**src/rtl/beep_sfx.sv**
```systemverilog
// Buzzer sound effects: start-screen jingle, game-over jingle and in-game jump/crash tones,
// selected by game mode and driven out as a registered square wave.

module beep_sfx_osc #(
  parameter int unsigned HP_W = 8
) (
  input  logic            clk,
  input  logic            rst_n,
  input  logic            clr,
  input  logic [HP_W-1:0] hp_m1,
  output logic            tone_q
);

  logic [HP_W-1:0] cnt_q;
  logic [HP_W-1:0] cnt_d;
  logic            tone_d;

  // Square wave toggling every hp_m1+1 cycles; clr restarts it low at phase zero.
  always_comb begin
    cnt_d  = cnt_q;
    tone_d = tone_q;
    if (clr) begin
      cnt_d  = '0;
      tone_d = 1'b0;
    end else if (cnt_q == hp_m1) begin
      cnt_d  = '0;
      tone_d = ~tone_q;
    end else begin
      cnt_d = cnt_q + HP_W'(1);
    end
  end

  always_ff @(posedge clk or negedge rst_n) begin
    if (!rst_n) begin
      cnt_q  <= '0;
      tone_q <= 1'b0;
    end else begin
      cnt_q  <= cnt_d;
      tone_q <= tone_d;
    end
  end

endmodule

module beep_sfx #(
  parameter int unsigned CLK_HZ   = 100_000_000,
  parameter int unsigned NOTE_DIV = 8
) (
  input  logic       clk,
  input  logic       rst_n,
  input  logic [1:0] gamemode,
  input  logic       sw,
  input  logic [1:0] crash,
  output logic       beep
);

  localparam int unsigned NOTE_CYC = CLK_HZ / NOTE_DIV;
  localparam int unsigned CYC_W    = (NOTE_CYC > 1) ? $clog2(NOTE_CYC) : 1;

  localparam int unsigned HP_C5 = CLK_HZ / (2 * 523);
  localparam int unsigned HP_E5 = CLK_HZ / (2 * 659);
  localparam int unsigned HP_G5 = CLK_HZ / (2 * 784);
  localparam int unsigned HP_C6 = CLK_HZ / (2 * 1047);
  localparam int unsigned HP_G4 = CLK_HZ / (2 * 392);
  localparam int unsigned HP_E4 = CLK_HZ / (2 * 330);
  localparam int unsigned HP_C4 = CLK_HZ / (2 * 262);
  localparam int unsigned HP_JP = CLK_HZ / (2 * 880);
  localparam int unsigned HP_CR = CLK_HZ / (2 * 220);
  // 220 Hz is the lowest pitch, so it sets the tone counter width.
  localparam int unsigned HP_W  = (HP_CR > 1) ? $clog2(HP_CR) : 1;

  localparam logic [1:0] MODE_START = 2'b00;
  localparam logic [1:0] MODE_PLAY  = 2'b01;
  localparam logic [1:0] MODE_PAUSE = 2'b10;
  localparam logic [1:0] MODE_OVER  = 2'b11;

  localparam logic [2:0] ST_REST = 3'd4;
  localparam logic [1:0] OV_DONE = 2'd3;
  localparam logic [CYC_W-1:0] CYC_LAST = CYC_W'(NOTE_CYC - 1);

  typedef enum logic [1:0] {
    FX_IDLE  = 2'd0,
    FX_JUMP  = 2'd1,
    FX_CRASH = 2'd2
  } fx_state_t;

  // Start jingle sequencer
  logic [2:0]       st_idx_q, st_idx_d;
  logic [1:0]       st_unit_q, st_unit_d;
  logic [CYC_W-1:0] st_cyc_q, st_cyc_d;
  logic             st_unit_end, st_note_end, st_clr, st_tone_q, st_tone_c;
  logic [HP_W-1:0]  st_hp_m1;

  // Game-over jingle sequencer
  logic [1:0]       ov_idx_q, ov_idx_d;
  logic             ov_unit_q, ov_unit_d;
  logic [CYC_W-1:0] ov_cyc_q, ov_cyc_d;
  logic             ov_unit_end, ov_note_end, ov_clr, ov_tone_q, ov_tone_c;
  logic [HP_W-1:0]  ov_hp_m1;

  // In-game effects
  fx_state_t        fx_state_q, fx_state_d;
  logic [1:0]       fx_unit_q, fx_unit_d;
  logic [CYC_W-1:0] fx_cyc_q, fx_cyc_d;
  logic             fx_unit_end, fx_end, fx_clr, fx_tone_q, fx_tone_c;
  logic             fx_start_jump, fx_start_crash;
  logic [1:0]       fx_last_unit;
  logic [HP_W-1:0]  fx_hp_m1;

  logic             sw_prev_q, sw_prev_d;
  logic [1:0]       crash_prev_q, crash_prev_d;
  logic             sw_rise, crash_rise;
  logic             beep_d;

  // Start jingle: C5 E5 G5 C6 one unit each, then a four-unit rest, looping.
  always_comb begin
    st_unit_end = (st_cyc_q == CYC_LAST);
    st_note_end = st_unit_end && (st_unit_q == ((st_idx_q == ST_REST) ? 2'd3 : 2'd0));
    st_idx_d    = st_idx_q;
    st_unit_d   = st_unit_q;
    st_cyc_d    = st_cyc_q;
    if (gamemode != MODE_START) begin
      st_idx_d  = '0;
      st_unit_d = '0;
      st_cyc_d  = '0;
    end else if (st_note_end) begin
      st_idx_d  = (st_idx_q == ST_REST) ? 3'd0 : st_idx_q + 3'd1;
      st_unit_d = '0;
      st_cyc_d  = '0;
    end else if (st_unit_end) begin
      st_unit_d = st_unit_q + 2'd1;
      st_cyc_d  = '0;
    end else begin
      st_cyc_d = st_cyc_q + CYC_W'(1);
    end
    st_clr = (gamemode != MODE_START) || st_note_end;
    case (st_idx_q)
      3'd0:    st_hp_m1 = HP_W'(HP_C5 - 1);
      3'd1:    st_hp_m1 = HP_W'(HP_E5 - 1);
      3'd2:    st_hp_m1 = HP_W'(HP_G5 - 1);
      default: st_hp_m1 = HP_W'(HP_C6 - 1);
    endcase
    st_tone_c = st_tone_q && (st_idx_q != ST_REST);
  end

  // Game-over jingle: G4 E4 C4 two units each, then silent until the mode changes.
  always_comb begin
    ov_unit_end = (ov_cyc_q == CYC_LAST);
    ov_note_end = ov_unit_end && ov_unit_q && (ov_idx_q != OV_DONE);
    ov_idx_d    = ov_idx_q;
    ov_unit_d   = ov_unit_q;
    ov_cyc_d    = ov_cyc_q;
    if (gamemode != MODE_OVER) begin
      ov_idx_d  = '0;
      ov_unit_d = 1'b0;
      ov_cyc_d  = '0;
    end else if (ov_idx_q != OV_DONE) begin
      if (ov_note_end) begin
        ov_idx_d  = ov_idx_q + 2'd1;
        ov_unit_d = 1'b0;
        ov_cyc_d  = '0;
      end else if (ov_unit_end) begin
        ov_unit_d = 1'b1;
        ov_cyc_d  = '0;
      end else begin
        ov_cyc_d = ov_cyc_q + CYC_W'(1);
      end
    end
    ov_clr = (gamemode != MODE_OVER) || ov_note_end;
    case (ov_idx_q)
      2'd0:    ov_hp_m1 = HP_W'(HP_G4 - 1);
      2'd1:    ov_hp_m1 = HP_W'(HP_E4 - 1);
      default: ov_hp_m1 = HP_W'(HP_C4 - 1);
    endcase
    ov_tone_c = ov_tone_q && (ov_idx_q != OV_DONE);
  end

  // Effects: jump blip on sw rising edge, crash tone on crash leaving zero; crash wins.
  always_comb begin
    sw_prev_d      = sw;
    crash_prev_d   = crash;
    sw_rise        = sw && !sw_prev_q;
    crash_rise     = (crash != 2'b00) && (crash_prev_q == 2'b00);
    fx_unit_end    = (fx_cyc_q == CYC_LAST);
    fx_last_unit   = (fx_state_q == FX_CRASH) ? 2'd2 : 2'd0;
    fx_end         = (fx_state_q != FX_IDLE) && fx_unit_end && (fx_unit_q == fx_last_unit);
    fx_start_crash = (gamemode == MODE_PLAY) && crash_rise;
    fx_start_jump  = (gamemode == MODE_PLAY) && sw_rise && !crash_rise && (fx_state_q != FX_CRASH);
    fx_state_d     = fx_state_q;
    fx_unit_d      = fx_unit_q;
    fx_cyc_d       = fx_cyc_q;
    if ((gamemode != MODE_PLAY) || fx_end) begin
      fx_state_d = FX_IDLE;
      fx_unit_d  = '0;
      fx_cyc_d   = '0;
    end else if (fx_start_crash) begin
      fx_state_d = FX_CRASH;
      fx_unit_d  = '0;
      fx_cyc_d   = '0;
    end else if (fx_start_jump) begin
      fx_state_d = FX_JUMP;
      fx_unit_d  = '0;
      fx_cyc_d   = '0;
    end else if (fx_state_q != FX_IDLE) begin
      if (fx_unit_end) begin
        fx_unit_d = fx_unit_q + 2'd1;
        fx_cyc_d  = '0;
      end else begin
        fx_cyc_d = fx_cyc_q + CYC_W'(1);
      end
    end
    fx_clr    = (gamemode != MODE_PLAY) || fx_start_crash || fx_start_jump || fx_end;
    fx_hp_m1  = (fx_state_q == FX_CRASH) ? HP_W'(HP_CR - 1) : HP_W'(HP_JP - 1);
    fx_tone_c = fx_tone_q && (fx_state_q != FX_IDLE);
  end

  always_comb begin
    beep_d = 1'b0;
    case (gamemode)
      MODE_START: beep_d = st_tone_c;
      MODE_PLAY:  beep_d = fx_tone_c;
      MODE_PAUSE: beep_d = 1'b0;
      MODE_OVER:  beep_d = ov_tone_c;
      default:    beep_d = 1'b0;
    endcase
  end

  always_ff @(posedge clk or negedge rst_n) begin
    if (!rst_n) begin
      st_idx_q     <= '0;
      st_unit_q    <= '0;
      st_cyc_q     <= '0;
      ov_idx_q     <= '0;
      ov_unit_q    <= 1'b0;
      ov_cyc_q     <= '0;
      fx_state_q   <= FX_IDLE;
      fx_unit_q    <= '0;
      fx_cyc_q     <= '0;
      sw_prev_q    <= 1'b0;
      crash_prev_q <= 2'b00;
      beep         <= 1'b0;
    end else begin
      st_idx_q     <= st_idx_d;
      st_unit_q    <= st_unit_d;
      st_cyc_q     <= st_cyc_d;
      ov_idx_q     <= ov_idx_d;
      ov_unit_q    <= ov_unit_d;
      ov_cyc_q     <= ov_cyc_d;
      fx_state_q   <= fx_state_d;
      fx_unit_q    <= fx_unit_d;
      fx_cyc_q     <= fx_cyc_d;
      sw_prev_q    <= sw_prev_d;
      crash_prev_q <= crash_prev_d;
      beep         <= beep_d;
    end
  end

  beep_sfx_osc #(.HP_W(HP_W)) u_st_osc (
    .clk    (clk),
    .rst_n  (rst_n),
    .clr    (st_clr),
    .hp_m1  (st_hp_m1),
    .tone_q (st_tone_q)
  );

  beep_sfx_osc #(.HP_W(HP_W)) u_ov_osc (
    .clk    (clk),
    .rst_n  (rst_n),
    .clr    (ov_clr),
    .hp_m1  (ov_hp_m1),
    .tone_q (ov_tone_q)
  );

  beep_sfx_osc #(.HP_W(HP_W)) u_fx_osc (
    .clk    (clk),
    .rst_n  (rst_n),
    .clr    (fx_clr),
    .hp_m1  (fx_hp_m1),
    .tone_q (fx_tone_q)
  );

endmodule

```
**config.mk**
```make
export PLATFORM = sky130hd
export DESIGN_NAME = beep_sfx
export DESIGN_NICKNAME = d
export VERILOG_FILES = /design/src/rtl/beep_sfx.sv
export SDC_FILE = /design/constraint.sdc
export NUM_CORES = 1
export LEC_CHECK = 0
export ABC_CLOCK_PERIOD_IN_PS = 2750
export BUFFER_PORTS_ARGS = -buffer_cell sky130_fd_sc_hd__buf_2
export CAP_MARGIN = 20
export CORE_MARGIN = 1.5
export CORE_UTILIZATION = 55
export DETAILED_ROUTE_END_ITERATION = 6
export GPL_TIMING_DRIVEN = 1
export HOLD_SLACK_MARGIN = 0.06
export PLACE_DENSITY_LB_ADDON = 0.1
export SETUP_SLACK_MARGIN = 0.4
export SYNTH_ARGS = -nofsm -noshare
export SYNTH_HDL_FRONTEND = slang
export SYNTH_HIERARCHICAL = 1
export SYNTH_SLANG_ARGS = --single-unit
```
**constraint.sdc**
```tcl
create_clock -name clk -period 2.75 [get_ports clk]
set_input_delay 0 -clock clk [delete_from_list [all_inputs] [get_ports clk]]
set_output_delay 0 -clock clk [all_outputs]
set_load 0.02 [all_outputs]
```
== Word-level counts from Yosys, hierarchy flattened ==
Index checks and enable logic that the tools add are counted.

* Word-level logic and storage cells: 146
* Bits in registers: 145
* Output and inout port bits: 1
* Input bits: 7

* Equality and inequality tests: 21
* $add $sub $neg: 10
* Reductions and logical operators: 43
* Bitwise gates (word level): 3
* Multiplexer cells: 51

{| class="wikitable"
|+ Operator list
! cell !! number
|-
| two-way mux 24 bit || 12
|-
| two-way mux 18 bit || 7
|-
| adder 24 x 1 -> 24 bit, second input constant || 3
|-
| equality test 24 bit, second input constant || 3
|-
| adder 18 x 1 -> 18 bit, second input constant || 3
|-
| one-hot mux 17 bit (3 select lines) || 1
|-
| equality test 18 bit || 2
|-
| one-hot mux 18 bit (2 select lines) || 1
|-
| two-way mux 2 bit || 16
|-
| equality test 18 x 17 -> 1 bit || 1
|-
| nonzero test 2 bit || 9
|-
| logical AND 1 bit || 14
|-
| two-way mux 1 bit || 10
|-
| two-way mux 3 bit || 3
|-
| nonzero test 3 bit || 3
|-
| nonzero test 4 bit || 2
|-
| adder 2 x 1 -> 2 bit, second input constant || 3
|-
| equality test 2 bit, second input constant || 3
|-
| zero test 2 bit || 3
|-
| logical OR 1 bit || 6
|-
| inequality test 2 bit, second input constant || 3
|-
| AND reduction 2 bit || 3
|-
| equality test 2 x 1 -> 1 bit, second input constant || 2
|-
| equality test 2 bit || 2
|-
| other kinds (10) || 13
|}

== Depth between registers and ports, before layout ==
Gate-level depths: netlist of run 1.

* Word-level depth: 8
* Mapped depth: 12
* Depth with buffers taken out: 11

== By module ==
Netlist of run 1, hierarchy kept.

{| class="wikitable"
|+ Modules (own cells, without submodules)
! module !! instances !! cells each !! area each (sq um) !! seq. area each (sq um)
|-
| beep_sfx || 1 || 545 || 5022.3 || 2202.1
|-
| beep_sfx_osc || 3 || 110 || 1103.6 || 475.5
|}

== Least setup slack after synthesis of run 1 ==
OpenSTA, ideal clock, no wires.

* Path type: reg-to-reg
* Start point: reg st_idx_q[0]
* End point: reg u_st_osc.cnt_q[9]
* Data arrival time: 2308 ps
* Setup time: 119 ps
* Stages on the path, launching flop included: 11
* Slack: 324 ps
* Required time: 2631 ps
* Cells stage by stage: dfrtp_1 inv_1 ha_1 nor2b_1 o21ai_0 xor2_1 nor4_1 nand3_2 o21bai_4 buf_6 nor2_1

* Elaborated cells on any way between the ends: 12
* Classes of those cells: 5 x eq/ne; 4 x mux; 3 x reduce/logical

{| class="wikitable"
|+ RTL lines
! what !! RTL line !! text
|-
| start: declaration || 88 || <nowiki>logic [2:0] st_idx_q, st_idx_d;</nowiki>
|-
| start signal: assignment || 243 || <nowiki>st_idx_q <= st_idx_d;</nowiki>
|-
| equality test 3 x 2 -> 1 bit, or another cell as far along || 137 || <nowiki>case (st_idx_q)</nowiki>
|-
| one-hot mux 17 bit (3 select lines) * || 137 ||
|-
| via st_hp_m1[10] || 92 || <nowiki>logic [HP_W-1:0] st_hp_m1;</nowiki>
|-
| equality test 18 x 17 -> 1 bit * || 25 || <nowiki>end else if (cnt_q == hp_m1) begin</nowiki>
|-
| two-way mux 18 bit * || 25 ||
|-
| two-way mux 18 bit * || 22 || <nowiki>if (clr) begin</nowiki>
|-
| via u_st_osc.cnt_d[9] || 15 || <nowiki>logic [HP_W-1:0] cnt_d;</nowiki>
|-
| end signal: assignment || 38 || <nowiki>cnt_q <= cnt_d;</nowiki>
|-
| end: declaration || 14 || <nowiki>logic [HP_W-1:0] cnt_q;</nowiki>
|}

The timed path passes the listed nets; every way through them passes the cells marked *.
A chain may end at the register's enable or synchronous reset.

== Final worst setup path of run 1 ==
* Start point: reg st_cyc_q[11]
* End point: reg u_st_osc.cnt_q[2]

* Cells in the longest elaborated chain, start to end: 4

{| class="wikitable"
|+ Ends and longest elaborated chain
! what !! RTL line !! text
|-
| start: declaration || 90 || <nowiki>logic [CYC_W-1:0] st_cyc_q, st_cyc_d;</nowiki>
|-
| start signal: assignment || 245 || <nowiki>st_cyc_q <= st_cyc_d;</nowiki>
|-
| equality test 24 bit || 117 || <nowiki>st_unit_end = (st_cyc_q == CYC_LAST);</nowiki>
|-
| logical AND 1 bit || 118 || <nowiki>st_note_end = st_unit_end && (st_unit_q == ((st_idx_q == ST_REST) ? 2'd3 : 2'd0));</nowiki>
|-
| logical OR 1 bit || 136 || <nowiki>st_clr = (gamemode != MODE_START) || st_note_end;</nowiki>
|-
| via st_clr || 91 || <nowiki>logic st_unit_end, st_note_end, st_clr, st_tone_q, st_tone_c;</nowiki>
|-
| two-way mux 18 bit || 22 ||
|-
| via u_st_osc.cnt_d[2] || 15 ||
|}

The timed path passes the listed nets, and every way through them passes these cells.

==> results of run 1 <==
## power by group
| part | internal, mW | total [mW] | leakage [nW] | switching [mW] |
|---|---|---|---|---|
| sequential | 2.14 | 2.15 | 2.01 | 0.00908 |
| clock | 1.75 | 2.63 | 0.320 | 0.884 |
| combinational | 0.0605 | 0.184 | 1.61 | 0.123 |
## area by class of cell
cell class	count	area [um^2]	share of cell area [%]
clock buffers	22	464	4.85
clock inverters	10	205	2.14
inverters	25	96.3	1.01
multi-input cells	694	4630	48.4
flip-flops and latches	145	3630	37.9
well taps	184	230	2.40
repair buffers	34	314	3.28
## worst register-to-register path, delay by kind of cell (launching register included)
family,cells,cell delay (ns)
flops,1,0.42
simple gates,6,1.39
buf+inv,1,0.19
compound gates,1,0.17
## kinds of logic after synthesis
group | synth area share [%]
AND/OR/NAND/NOR | 28.1
XOR/XNOR | 16.4
AO/OA/AOI/OAI | 6.10
buffers and inverters | 3.05
flip-flops | 43.5
adder cells (fa/ha/maj) | 2.25
multiplexers | 0.480
other | 0.0901
## registers in the layout, indices dropped and copies added, names as in the netlist, 2 cells and up
| signal | cells |
|---|---|
| st_idx_q | 3 |
| fx_state_q | 2 |
| crash_prev_q | 2 |
| fx_unit_q | 2 |
| u_fx_osc/cnt_q | 18 |
| st_cyc_q | 24 |
| u_st_osc/cnt_q | 18 |
| ov_idx_q | 2 |
| u_ov_osc/cnt_q | 18 |
| ov_cyc_q | 24 |
| fx_cyc_q | 24 |
| st_unit_q | 2 |
## cell usage after synthesis (12+ instances only)
| cell | n |
|---|---|
| sky130_fd_sc_hd__a21oi_1 | 21 |
| sky130_fd_sc_hd__dfrtp_1 | 145 |
| sky130_fd_sc_hd__ha_1 | 15 |
| sky130_fd_sc_hd__inv_1 | 25 |
| sky130_fd_sc_hd__nand2_1 | 59 |
| sky130_fd_sc_hd__nand3_1 | 47 |
| sky130_fd_sc_hd__nand4_1 | 37 |
| sky130_fd_sc_hd__nor2_1 | 153 |
| sky130_fd_sc_hd__nor3_1 | 20 |
| sky130_fd_sc_hd__nor4_1 | 15 |
| sky130_fd_sc_hd__o21ai_0 | 15 |
| sky130_fd_sc_hd__or3_1 | 12 |
| sky130_fd_sc_hd__xnor2_1 | 44 |
| sky130_fd_sc_hd__xor2_1 | 112 |
## layer usage
layer | track usage, % | wire length (um) | vias to the layer above
li1 | - | - | 3097
met1 | 29.5 | 7980 | 3143
met2 | 38.3 | 8450 | 92
met3 | 4.55 | 422 | 18
met4 | 7.64 | 213 | 0
met5 | 0 | 0 | -
## metrics by stage
stage	util, %	setup slack, ns	hold WS [ns]	instances	power [mW]
2_1_floorplan	-	0.418	-0.296	887	2.28
3_3_place_gp	58.5	0.257	-0.00914	1063	2.35
3_5_place_dp	58.5	0.102	0.00139	1063	2.35
4_1_cts	64.1	0.399	0.116	1107	5.01
5_1_grt	65.4	0.326	0.141	1114	5.13
6_report	65.4	0.462	0.100	1114	4.97
## layout by cell type, fill, tap and decap left out, types with 11 or more instances in the layout
cell,n
sky130_fd_sc_hd__nor2_1,150
sky130_fd_sc_hd__dfrtp_1,143
sky130_fd_sc_hd__xor2_1,111
sky130_fd_sc_hd__nand2_1,59
sky130_fd_sc_hd__nand3_1,45
sky130_fd_sc_hd__xnor2_1,44
sky130_fd_sc_hd__nand4_1,37
sky130_fd_sc_hd__inv_1,22
sky130_fd_sc_hd__a21oi_1,21
sky130_fd_sc_hd__nor3_1,20
sky130_fd_sc_hd__clkbuf_16,18
sky130_fd_sc_hd__buf_4,17
sky130_fd_sc_hd__o21ai_0,14
sky130_fd_sc_hd__conb_1,14
sky130_fd_sc_hd__or3_1,12
sky130_fd_sc_hd__nor4_2,12
sky130_fd_sc_hd__ha_1,12
sky130_fd_sc_hd__and4_1,11
sky130_fd_sc_hd__nor4_1,11
## worst paths after layout
| path | start | end | slack [ns] | depth (start not counted) |
|---|---|---|---|---|
| max in group asynchronous | rst_n | st_idx_q[1]$_DFFE_PN0P_ | 1.80 | 3 |
| hold reg to reg | st_cyc_q[0]$_DFF_PN0_ | st_cyc_q[0]$_DFF_PN0_ | 0.48 | 1 |
| setup / recovery | st_cyc_q[11]$_DFF_PN0_ | u_st_osc/cnt_q[2]$_DFF_PN0_ | 0.46 | 8 |
| setup reg to reg | st_cyc_q[11]$_DFF_PN0_ | u_st_osc/cnt_q[2]$_DFF_PN0_ | 0.46 | 8 |
| hold / removal | rst_n | fx_cyc_q[4]$_DFFE_PN0P_ | 0.10 | 2 |
| min in group clk | crash[0] | crash_prev_q[0]$_DFF_PN0_ | 0.22 | 2 |
## what timing repair did
action / 4_1_cts / 5_1_grt
pin swaps: 9 / 13
resized for setup: 4 / 28
gates cloned: 1 / 1
setup buffers: 5 / 6
endpoints found under the hold margin: 124 / 0
hold buffers: 6 / 0
endpoints found under the setup margin: 55 / 57
==> out/qor.txt, run 1 <==
CLOCK NETWORK
----------------------------------------------------------------------------
Latest clock arrival within the worst-skew pair                      0.43 ns
H-tree depth                                                               4
Buffer depth of the longest clock path                                     2
Clock Pin Slew Worst Setup and Hold Paths                            0.06 ns
TritonCTS sink count                                                     145
Number of clock buffers inserted by TritonCTS                             17
Clock tree from TritonCTS                                               done
Cell at the root of the clock tree                              sky130_fd_sc_hd__clkbuf_16

TIMING
----------------------------------------------------------------------------
RSZ-0062 raised after global routing                                     yes
Minimum clock period after layout                                    2.29 ns
Headroom to the max-slew limit                                         57.0%
Final hold violation count                                                 0
Max Transition Viols Final                                                 0
Fmax achieved                                                      0.437 GHz
Slew at the pin with the worst max-slew slack                       0.643 ns
Post-Route Setup TNS                                                    0 ns
Clock Skews                                                       0.00866 ns
Final Setup Violations                                                     0
Share of the clock period used by the worst path after layout          83.2%

ROUTING
----------------------------------------------------------------------------
Routed length per instance                                           15.3 um
DR iter-0 viols                                                          338
Drt first pass iters                                                       7
Routed wire length                                                 17,100 um
Via count normalized by instance count                                  5.70
Count of vias placed by the detailed router                            6,350
Number of routed nets with antenna violations                              0
DRC violations left                                                        0

CRITICAL PATH
----------------------------------------------------------------------------
Arrival time at the worst endpoint                                   2.60 ns
CP top delay family                                             simple AND/OR/NAND/NOR gates
Worst setup path class                                          flop to flop
CP endpoint kind                                                        flop
Dominant cell type by count on the critical path                sky130_fd_sc_hd__nand2_1
Combined buffer and inverter count along the critical path                 1
Cell at the slowest stage of the critical path                  sky130_fd_sc_hd__nor4_1
Data required, critical path                                         3.06 ns
Maximum fanout along the worst path                                        8
Critical path startpoint category                                       flop
Biggest cell delay along the critical path                           0.43 ns
Cell-by-cell trace of the critical path                         and4_1, nand4_1, nor4_1, nand2_1, nand2_1, o21bai_4, clkbuf_16, nor2_1

SYNTH
----------------------------------------------------------------------------
Post-synthesis instance area                                    0.00833 mm^2
Asr flop ratio synth                                                    100%
Number of flops mapped to enable cells by yosys                            0
Warning count from the yosys run                                           6
Cell count after synthesis                                               875
Share of the yosys chip area belonging to registers                    43.5%
Post-synth top flop                                             sky130_fd_sc_hd__dfrtp_1
Area share of the largest cell type after synthesis                    43.5%
Yosys cell types                                                          65
Post-synth top area cell                                        sky130_fd_sc_hd__dfrtp_1
Most area-consuming cells after synthesis                       sky130_fd_sc_hd__dfrtp_1 (44%), sky130_fd_sc_hd__xor2_1 (12%), sky130_fd_sc_hd__nor2_1 (6.9%), sky130_fd_sc_hd__xnor2_1 (4.6%), sky130_fd_sc_hd__nand3_1 (2.8%)
Synthesized area per cell                                          9.52 um^2
FF+latch count, synth                                                    145

RUN
----------------------------------------------------------------------------
Number of maximum-capacitance constraint violations                        0

DIE
----------------------------------------------------------------------------
IO Count                                                                   8
Starting density of the core                                           56.9%
Die area                                                         0.0159 mm^2
Vertical extent of the die                                            126 um
Cell row count                                                            44
Die width                                                             126 um
Core outline area                                                0.0146 mm^2

LAYOUT
----------------------------------------------------------------------------
Number of filler instances in the final layout                         1,152
Cell area after layout                                          0.00958 mm^2
Area growth from synthesis to layout                                   14.9%
Number of nets in the layout                                             939
Layout cell share with drive strength beyond 1                         13.3%
Inserted Diodes                                                            0

PLACE
----------------------------------------------------------------------------
DP Wirelength                                                      11,400 um
Buffers on Ports                                                           7
Area of placed instances                                        0.00857 mm^2
RD Place Congestion                                                    0.863

PWR
----------------------------------------------------------------------------
Worst ir drop on vdd                                                0.588 mV
Static Leakage                                                       3.94 nW
Power density of the placed cells                                519 mW/mm^2

GLOBAL ROUTING
----------------------------------------------------------------------------
Antenna violations before repair                                           0
Gr usage total                                                         22.7%
Largest net degree at the start of global routing                         60
Vias in the first global route                                         6,357
First-pass GRT wire length                                         29,500 um
Overflow after GRT                                                         0

OUTCOME
----------------------------------------------------------------------------
Result of the run                                               finished clean

MIN PATH
----------------------------------------------------------------------------
HP Class                                                        input port to asynchronous set/reset pin

(Power assumes the default switching activity.)
==> run 2: changes to the inputs <==
ABC_CLOCK_PERIOD_IN_PS = 1900   (was 2750)
clock period = 1.9 ns   (was 2.75 ns; I/O delays follow)
==> out/qor.txt, run 2 (synthesized netlist as in run 1, its figures left out) <==
OUTCOME
-------------------------------------------------------------------------------------
Result of the run                                                        finished with violations
Violations in the final reports                                          DRC, setup timing

DIE
-------------------------------------------------------------------------------------
Die width                                                                      126 um   unchanged
Cell row count                                                                     44   unchanged
Core outline area                                                         0.0146 mm^2   unchanged
Die area                                                                  0.0159 mm^2   unchanged
Starting density of the core                                                    56.9%   unchanged
Vertical extent of the die                                                     126 um   unchanged
IO Count                                                                            8   unchanged

ROUTING
-------------------------------------------------------------------------------------
DRC violations left                                                                 4   +4
Via count normalized by instance count                                           6.25   +9.7%
Routed wire length                                                          29,100 um   +71%
Routed length per instance                                                    22.5 um   +47%
Drt first pass iters                                                                7   unchanged
DR iter-0 viols                                                                   642   +90%
Count of vias placed by the detailed router                                     8,104   +28%
Number of routed nets with antenna violations                                       0   unchanged

GLOBAL ROUTING
-------------------------------------------------------------------------------------
Overflow after GRT                                                                  0   unchanged
First-pass GRT wire length                                                  38,700 um   +31%
Vias in the first global route                                                  7,861   +24%
Gr usage total                                                                  30.4%   +7.7 points
Antenna violations before repair                                                    0   unchanged
Largest net degree at the start of global routing                                  55   -8.3%

CRITICAL PATH
-------------------------------------------------------------------------------------
Worst r2r dst                                                            u_st_osc/tone_q$_DFFE_PN0P_
Data required, critical path                                                  2.21 ns   -0.85 ns
Worst setup path class                                                   flop to flop
Register-to-register setup slack                                             -0.37 ns   -0.83 ns
End point of the critical path                                           u_st_osc/tone_q$_DFFE_PN0P_
Maximum fanout along the worst path                                                 4   -4
Critical path startpoint category                                                flop
CP endpoint kind                                                                 flop
Arrival time at the worst endpoint                                            2.58 ns   -0.02 ns
Crit. Startpoint                                                         st_idx_q[1]$_DFFE_PN0P_
Reg2Reg Launch Point                                                     st_idx_q[1]$_DFFE_PN0P_
R2R depth                                                                           9   +1

TIMING
-------------------------------------------------------------------------------------
Minimum clock period after layout                                             2.27 ns   -0.0187 ns
RSZ-0062 raised after global routing                                              yes
Slew at the pin with the worst max-slew slack                                0.574 ns   -0.0681 ns
Clock Skews                                                                 0.0162 ns   +0.00758 ns
Share of the clock period used by the worst path after layout                    119%   +36 points
Final Setup Violations                                                             77   +77
Headroom to the max-slew limit                                                  61.4%   +4.4 points
Final hold violation count                                                          0   unchanged
Fmax achieved                                                               0.441 GHz   +0.83%
Max Transition Viols Final                                                          0   unchanged
Setup slack of the critical path after layout                               -0.369 ns   -0.831 ns

RUN
-------------------------------------------------------------------------------------
Number of maximum-capacitance constraint violations                                 0   unchanged

CLOCK NETWORK
-------------------------------------------------------------------------------------
Clock Pin Slew Worst Setup and Hold Paths                                     0.07 ns   about the same
Cell at the root of the clock tree                                       sky130_fd_sc_hd__clkbuf_16
TritonCTS sink count                                                              145   unchanged
H-tree depth                                                                        4   unchanged
Clock tree from TritonCTS                                                        done
Latest clock arrival within the worst-skew pair                               0.44 ns   about the same
Buffer depth of the longest clock path                                              2   unchanged
Number of clock buffers inserted by TritonCTS                                      17   unchanged

LAYOUT
-------------------------------------------------------------------------------------
Number of nets in the layout                                                    1,122   +19%
Number of filler instances in the final layout                                    638   -45%
Inserted Diodes                                                                     0   unchanged
Top library cells by usage in the layout, fill and taps aside            sky130_fd_sc_hd__dfrtp_1 (138), sky130_fd_sc_hd__buf_4 (126), sky130_fd_sc_hd__xor2_1 (102)
Largest registers                                                        fx_cyc_q: 24 flops, ov_cyc_q: 24 flops, st_cyc_q: 24 flops
Layout cell share with drive strength beyond 1                                  44.7%   +31 points
Layout Cells excl Fill                                                          1,296   +16%
Area growth from synthesis to layout                                            52.1%
Most frequent standard cell in the layout excluding fill and tap cells   sky130_fd_sc_hd__dfrtp_1
Final core utilization                                                          86.5%   +21 points

PWR
-------------------------------------------------------------------------------------
Worst ir drop on vdd                                                         0.953 mV   +62%
Power density of the placed cells                                         569 mW/mm^2   +9.7%
Static Leakage                                                                5.11 nW   +30%

PLACE
-------------------------------------------------------------------------------------
Buffers on Ports                                                                    7   unchanged
DP Wirelength                                                               12,900 um   +13%
Total placed cells including tap cells                                          1,154   +8.6%
RD Place Congestion                                                             0.835   -3.2%

MIN PATH
-------------------------------------------------------------------------------------
HP Class                                                                 input port to asynchronous set/reset pin

## run 2: cell types whose count changed in the layout (fill, tap and decap cells not counted), moves of 9 or more
cell	change
sky130_fd_sc_hd__xor2_1	-9
sky130_fd_sc_hd__buf_4	+109
sky130_fd_sc_hd__nor2_4	+41
sky130_fd_sc_hd__nand2_1	-11
sky130_fd_sc_hd__nand3_1	-14
sky130_fd_sc_hd__nor2_1	-67
sky130_fd_sc_hd__a21oi_2	+12
sky130_fd_sc_hd__nor2_2	+26
sky130_fd_sc_hd__a21oi_1	-13
sky130_fd_sc_hd__buf_6	+52
sky130_fd_sc_hd__nor3_1	-9
## run 2: stage by stage
step	total power, mW	area, um^2	setup TNS [ns]	setup WS, ns	hold slack [ns]
2_1_floorplan	3.31	8630	-6.54	-0.237	-0.296
3_5_place_dp	3.45	9510	-13.73	-0.352	-0.0547
5_1_grt	7.37	12700	-22.51	-0.448	0.0955
6_report	7.21	12700	-15.70	-0.369	0.0626
3_3_place_gp	3.44	9510	-8.31	-0.223	-0.0615
4_1_cts	7.08	11800	-8.19	-0.295	0.0726
## run 2: how the worst min path moves through the flow
| stage | from | to | slack [ns] | depth (start not counted) |
|---|---|---|---|---|
| after floorplan | rst_n | beep$_DFF_PN0_ | -0.30 | 0 |
| after global placement | rst_n | u_ov_osc/cnt_q[1]$_DFF_PN0_ | -0.06 | 1 |
| after detailed placement | rst_n | u_ov_osc/cnt_q[0]$_DFF_PN0_ | -0.05 | 1 |
| after CTS | rst_n | fx_cyc_q[14]$_DFFE_PN0P_ | 0.07 | 2 |
| after global routing | rst_n | fx_cyc_q[10]$_DFFE_PN0P_ | 0.1 | 2 |
| final | rst_n | fx_cyc_q[10]$_DFFE_PN0P_ | 0.06 | 2 |
## run 2: what timing repair did
item | 4_1_cts | 5_1_grt
pin swaps | 80 | 93
hold buffers | 6 | 0
endpoints found under the setup margin | 135 | 139
hold endpoints to repair | 154 | 0
gates resized for setup | 203 | 134
cloned | 15 | 2
buffers inserted | 59 | 29
## run 2: critical path, stage by stage (launching register included)
cell	delay, ns
sky130_fd_sc_hd__dfrtp_1	0.45
sky130_fd_sc_hd__inv_2	0.10
sky130_fd_sc_hd__ha_4	0.18
sky130_fd_sc_hd__nor2_1	0.19
sky130_fd_sc_hd__nand3b_1	0.16
sky130_fd_sc_hd__xor2_1	0.18
sky130_fd_sc_hd__nor4_2	0.32
sky130_fd_sc_hd__nand3_2	0.18
sky130_fd_sc_hd__o21ai_0	0.29
sky130_fd_sc_hd__o31ai_1	0.12
## run 2: report_power, final
group	total [mW]	switching, mW	internal [mW]
Clock	3.55	1.42	2.13
Combinational	0.546	0.308	0.239
Sequential	3.12	0.0141	3.10
Total	7.21	1.74	5.47
## run 2: area by class of cell
cell class	instances	area [um^2]	area share, %
repair buffers	212	2100	16.6
clock inverters	12	159	1.25
multi-input cells	699	5990	47.2
clock buffers	19	453	3.57
inverters	25	104	0.819
well taps	184	230	1.82
flip-flops and latches	145	3640	28.7
## run 2: metal layers
metal | vias to the layer above | routed length, um | global-route usage [%]
met5 | - | 0 | 0
met4 | 0 | 1450 | 13.8
met3 | 150 | 1580 | 5.69
met2 | 438 | 15000 | 53.7
met1 | 4038 | 11100 | 36.1
li1 | 3478 | - | -
==> run 3: changes to the inputs <==
CORE_MARGIN = 2   (was 1.5)
CORE_UTILIZATION = 58   (was 55)
TNS_END_PERCENT = 1   (was unset)
==> out/qor.txt, run 3 (synthesized netlist as in run 1, its figures left out) <==
DIE
-------------------------------------------------------------------------------------
Starting density of the core                                                    59.8%   +2.9 points
Die width                                                                      124 um   -1.8%
Die area                                                                  0.0153 mm^2   -3.5%
Vertical extent of the die                                                     124 um   -1.8%
IO Count                                                                            8   unchanged
Cell row count                                                                     43   -2.3%
Core outline area                                                         0.0139 mm^2   -4.8%

LAYOUT
-------------------------------------------------------------------------------------
Area growth from synthesis to layout                                            27.6%
Top library cells by usage in the layout, fill and taps aside            sky130_fd_sc_hd__dfrtp_1 (145), sky130_fd_sc_hd__nor2_1 (132), sky130_fd_sc_hd__xor2_1 (112)
Reg area                                                                 0.00363 mm^2   -0.24%
Layout cell share with drive strength beyond 1                                  26.2%   -18 points
Cell area after layout                                                    0.0106 mm^2   -16%
Number of filler instances in the final layout                                    956   +50%
Multi-input logic area                                                   0.00495 mm^2   -17%
Number of nets in the layout                                                    1,032   -8.0%
Most frequent standard cell in the layout excluding fill and tap cells   sky130_fd_sc_hd__dfrtp_1
Largest registers                                                        fx_cyc_q: 24 flops, ov_cyc_q: 24 flops, st_cyc_q: 24 flops

CLOCK NETWORK
-------------------------------------------------------------------------------------
Clock tree from TritonCTS                                                        done
Number of clock buffers inserted by TritonCTS                                      17   unchanged
Buffer depth of the longest clock path                                              2   unchanged
Clock Pin Slew Worst Setup and Hold Paths                                     0.06 ns   about the same
H-tree depth                                                                        4   unchanged
TritonCTS sink count                                                              145   unchanged
Cell at the root of the clock tree                                       sky130_fd_sc_hd__clkbuf_16
Latest clock arrival within the worst-skew pair                               0.43 ns   about the same

TIMING
-------------------------------------------------------------------------------------
RSZ-0062 raised after global routing                                              yes
Fmax achieved                                                               0.433 GHz   -1.8%
Setup slack of the critical path after layout                               -0.411 ns   -0.0416 ns
Share of the clock period used by the worst path after layout                    122%   +2.2 points
Final Setup Violations                                                             60   -22%
Clock Skews                                                                0.00484 ns   -0.0114 ns
Max Transition Viols Final                                                          0   unchanged
Headroom to the max-slew limit                                                  64.9%   +3.6 points
Final hold violation count                                                          0   unchanged
Slew at the pin with the worst max-slew slack                                0.522 ns   -0.0529 ns
Minimum clock period after layout                                             2.31 ns   +0.0416 ns

CRITICAL PATH
-------------------------------------------------------------------------------------
Worst setup path class                                                   flop to flop
Maximum fanout along the worst path                                                18   +14
Data required, critical path                                                  2.21 ns   about the same
Critical path startpoint category                                                flop
Biggest cell delay along the critical path                                    0.39 ns   -0.06 ns
CP endpoint kind                                                                 flop
Cell at the slowest stage of the critical path                           sky130_fd_sc_hd__dfrtp_1
Arrival time at the worst endpoint                                            2.62 ns   +0.04 ns
Cell-by-cell trace of the critical path                                  inv_2, ha_2, nor2_4, nor2_1, or2_4, inv_2, xor2_1, nor4_2, nand3_2, o21bai_4, buf_12, nor2_1

GLOBAL ROUTING
-------------------------------------------------------------------------------------
Largest net degree at the start of global routing                                  60   +9.1%
Vias in the first global route                                                  6,903   -12%
Overflow after GRT                                                                  0   unchanged
First-pass GRT wire length                                                  32,300 um   -17%
Gr usage total                                                                  26.8%   -3.6 points
Antenna violations before repair                                                    1   +1

PWR
-------------------------------------------------------------------------------------
Internal Dissipation                                                          5.68 mW   +3.9%
Switching fraction of total power                                               20.7%   -3.4 points
Sequential fraction of design power                                             43.5%   +0.3 points
Portion of total power attributed to the clock network                          52.1%   +2.9 points
Static Leakage                                                                4.46 nW   -13%
Total power                                                                   7.17 mW   -0.59%
Power density of the placed cells                                         674 mW/mm^2   +18%
Comb power frac                                                                  4.4%   -3.2 points
Switch Pwr                                                                    1.49 mW   -15%
Worst ir drop on vdd                                                         0.741 mV   -22%

PLACE
-------------------------------------------------------------------------------------
DP Wirelength                                                               12,700 um   -0.96%
Buffers on Ports                                                                    7   unchanged
RD Place Congestion                                                             0.899   +7.8%
Area of placed instances                                                 0.00941 mm^2   -1.1%

MIN PATH
-------------------------------------------------------------------------------------
HP Class                                                                 input port to flop

OUTCOME
-------------------------------------------------------------------------------------
Violations in the final reports                                          setup timing
Result of the run                                                        finished with violations

ROUTING
-------------------------------------------------------------------------------------
Routed length per instance                                                    16.6 um   -26%
Number of routed nets with antenna violations                                       0   unchanged
Drt first pass iters                                                                5   -2
Routed wire length                                                          20,000 um   -31%
Via count normalized by instance count                                           5.71   -8.7%
DRC violations left                                                                 0   -4
DR iter-0 viols                                                                   391   -39%
Count of vias placed by the detailed router                                     6,876   -15%

RUN
-------------------------------------------------------------------------------------
Number of maximum-capacitance constraint violations                                 0   unchanged

-- run 3: worst paths after layout --
kind | from | end | slack [ns] | cells past startpoint
max in group asynchronous | rst_n | st_cyc_q[12]$_DFF_PN0_ | 0.70 | 4
setup / recovery | st_idx_q[0]$_DFFE_PN0P_ | u_st_osc/cnt_q[8]$_DFF_PN0_ | -0.41 | 12
hold reg to reg | u_st_osc/cnt_q[0]$_DFF_PN0_ | u_st_osc/cnt_q[0]$_DFF_PN0_ | 0.50 | 1
hold / removal | gamemode[1] | ov_cyc_q[18]$_DFFE_PN0P_ | 0.12 | 4
min in group asynchronous | rst_n | fx_cyc_q[20]$_DFFE_PN0P_ | 0.57 | 3
setup reg to reg | st_idx_q[0]$_DFFE_PN0P_ | u_st_osc/cnt_q[8]$_DFF_PN0_ | -0.41 | 12
-- run 3: power by group through the flow --
stage / clock, mW / combinational (mW) / sequential [mW]
2_1_floorplan: 0 / 0.130 / 3.17
3_3_place_gp: 0 / 0.253 / 3.17
3_5_place_dp: 0 / 0.261 / 3.17
4_1_cts: 3.78 / 0.296 / 3.12
5_1_grt: 3.96 / 0.348 / 3.12
6_report: 3.74 / 0.313 / 3.12
-- run 3: layout make-up --
class                      count  share of cell area [%]
tap                          180                    2.12
clock buffer                  23                    4.59
clock inverter                 9                    1.66
antenna                        1                  0.0235
timing repair buffer         127                    10.1
sequential                   145                    34.1
multi-input combinational    694                    46.5
inverter                      25                   0.882
-- run 3: critical path: cells and delay by family, from the launching register on --
family                     cells  cell delay, ns
xor gates and xnor gates       1            0.08
AOI/OAI and AO/OA              1            0.19
adders and majority gates      1            0.21
DFF                            1            0.39
buffers and inverters          3            0.31
and+or+nand+nor                6            1.00
-- run 3: timing repair --
item	4_1_cts	5_1_grt
endpoints found under the setup margin	136	135
cloned	1	0
hold endpoints to repair	156	0
pin swaps	67	53
gates resized for setup	54	50
hold buffers	9	0
buffers inserted	1	0
-- run 3: metal layers --
layer | routed length, um | global-route usage, % | vias to the layer above
li1 | - | - | 3291
met1 | 8380 | 32.5 | 3387
met2 | 10400 | 47.5 | 159
met3 | 836 | 6.00 | 39
met4 | 414 | 8.31 | 0
met5 | 0 | 0 | -
-- run 3: through the flow --
| step | setup WS, ns | utilization [%] | TNS, ns | hold WS, ns | std cells |
|---|---|---|---|---|---|
| after floorplan | -0.237 | - | -9.24 | -0.296 | 887 |
| after global placement | -0.324 | 67.5 | -13.22 | -0.0925 | 1160 |
| after detailed placement | -0.527 | 67.5 | -18.94 | -0.0903 | 1160 |
| after CTS | -0.309 | 74.5 | -10.80 | 0.0675 | 1203 |
| after global routing | -0.525 | 76.3 | -19.89 | 0.143 | 1203 |
| final | -0.411 | 76.3 | -13.48 | 0.122 | 1204 |
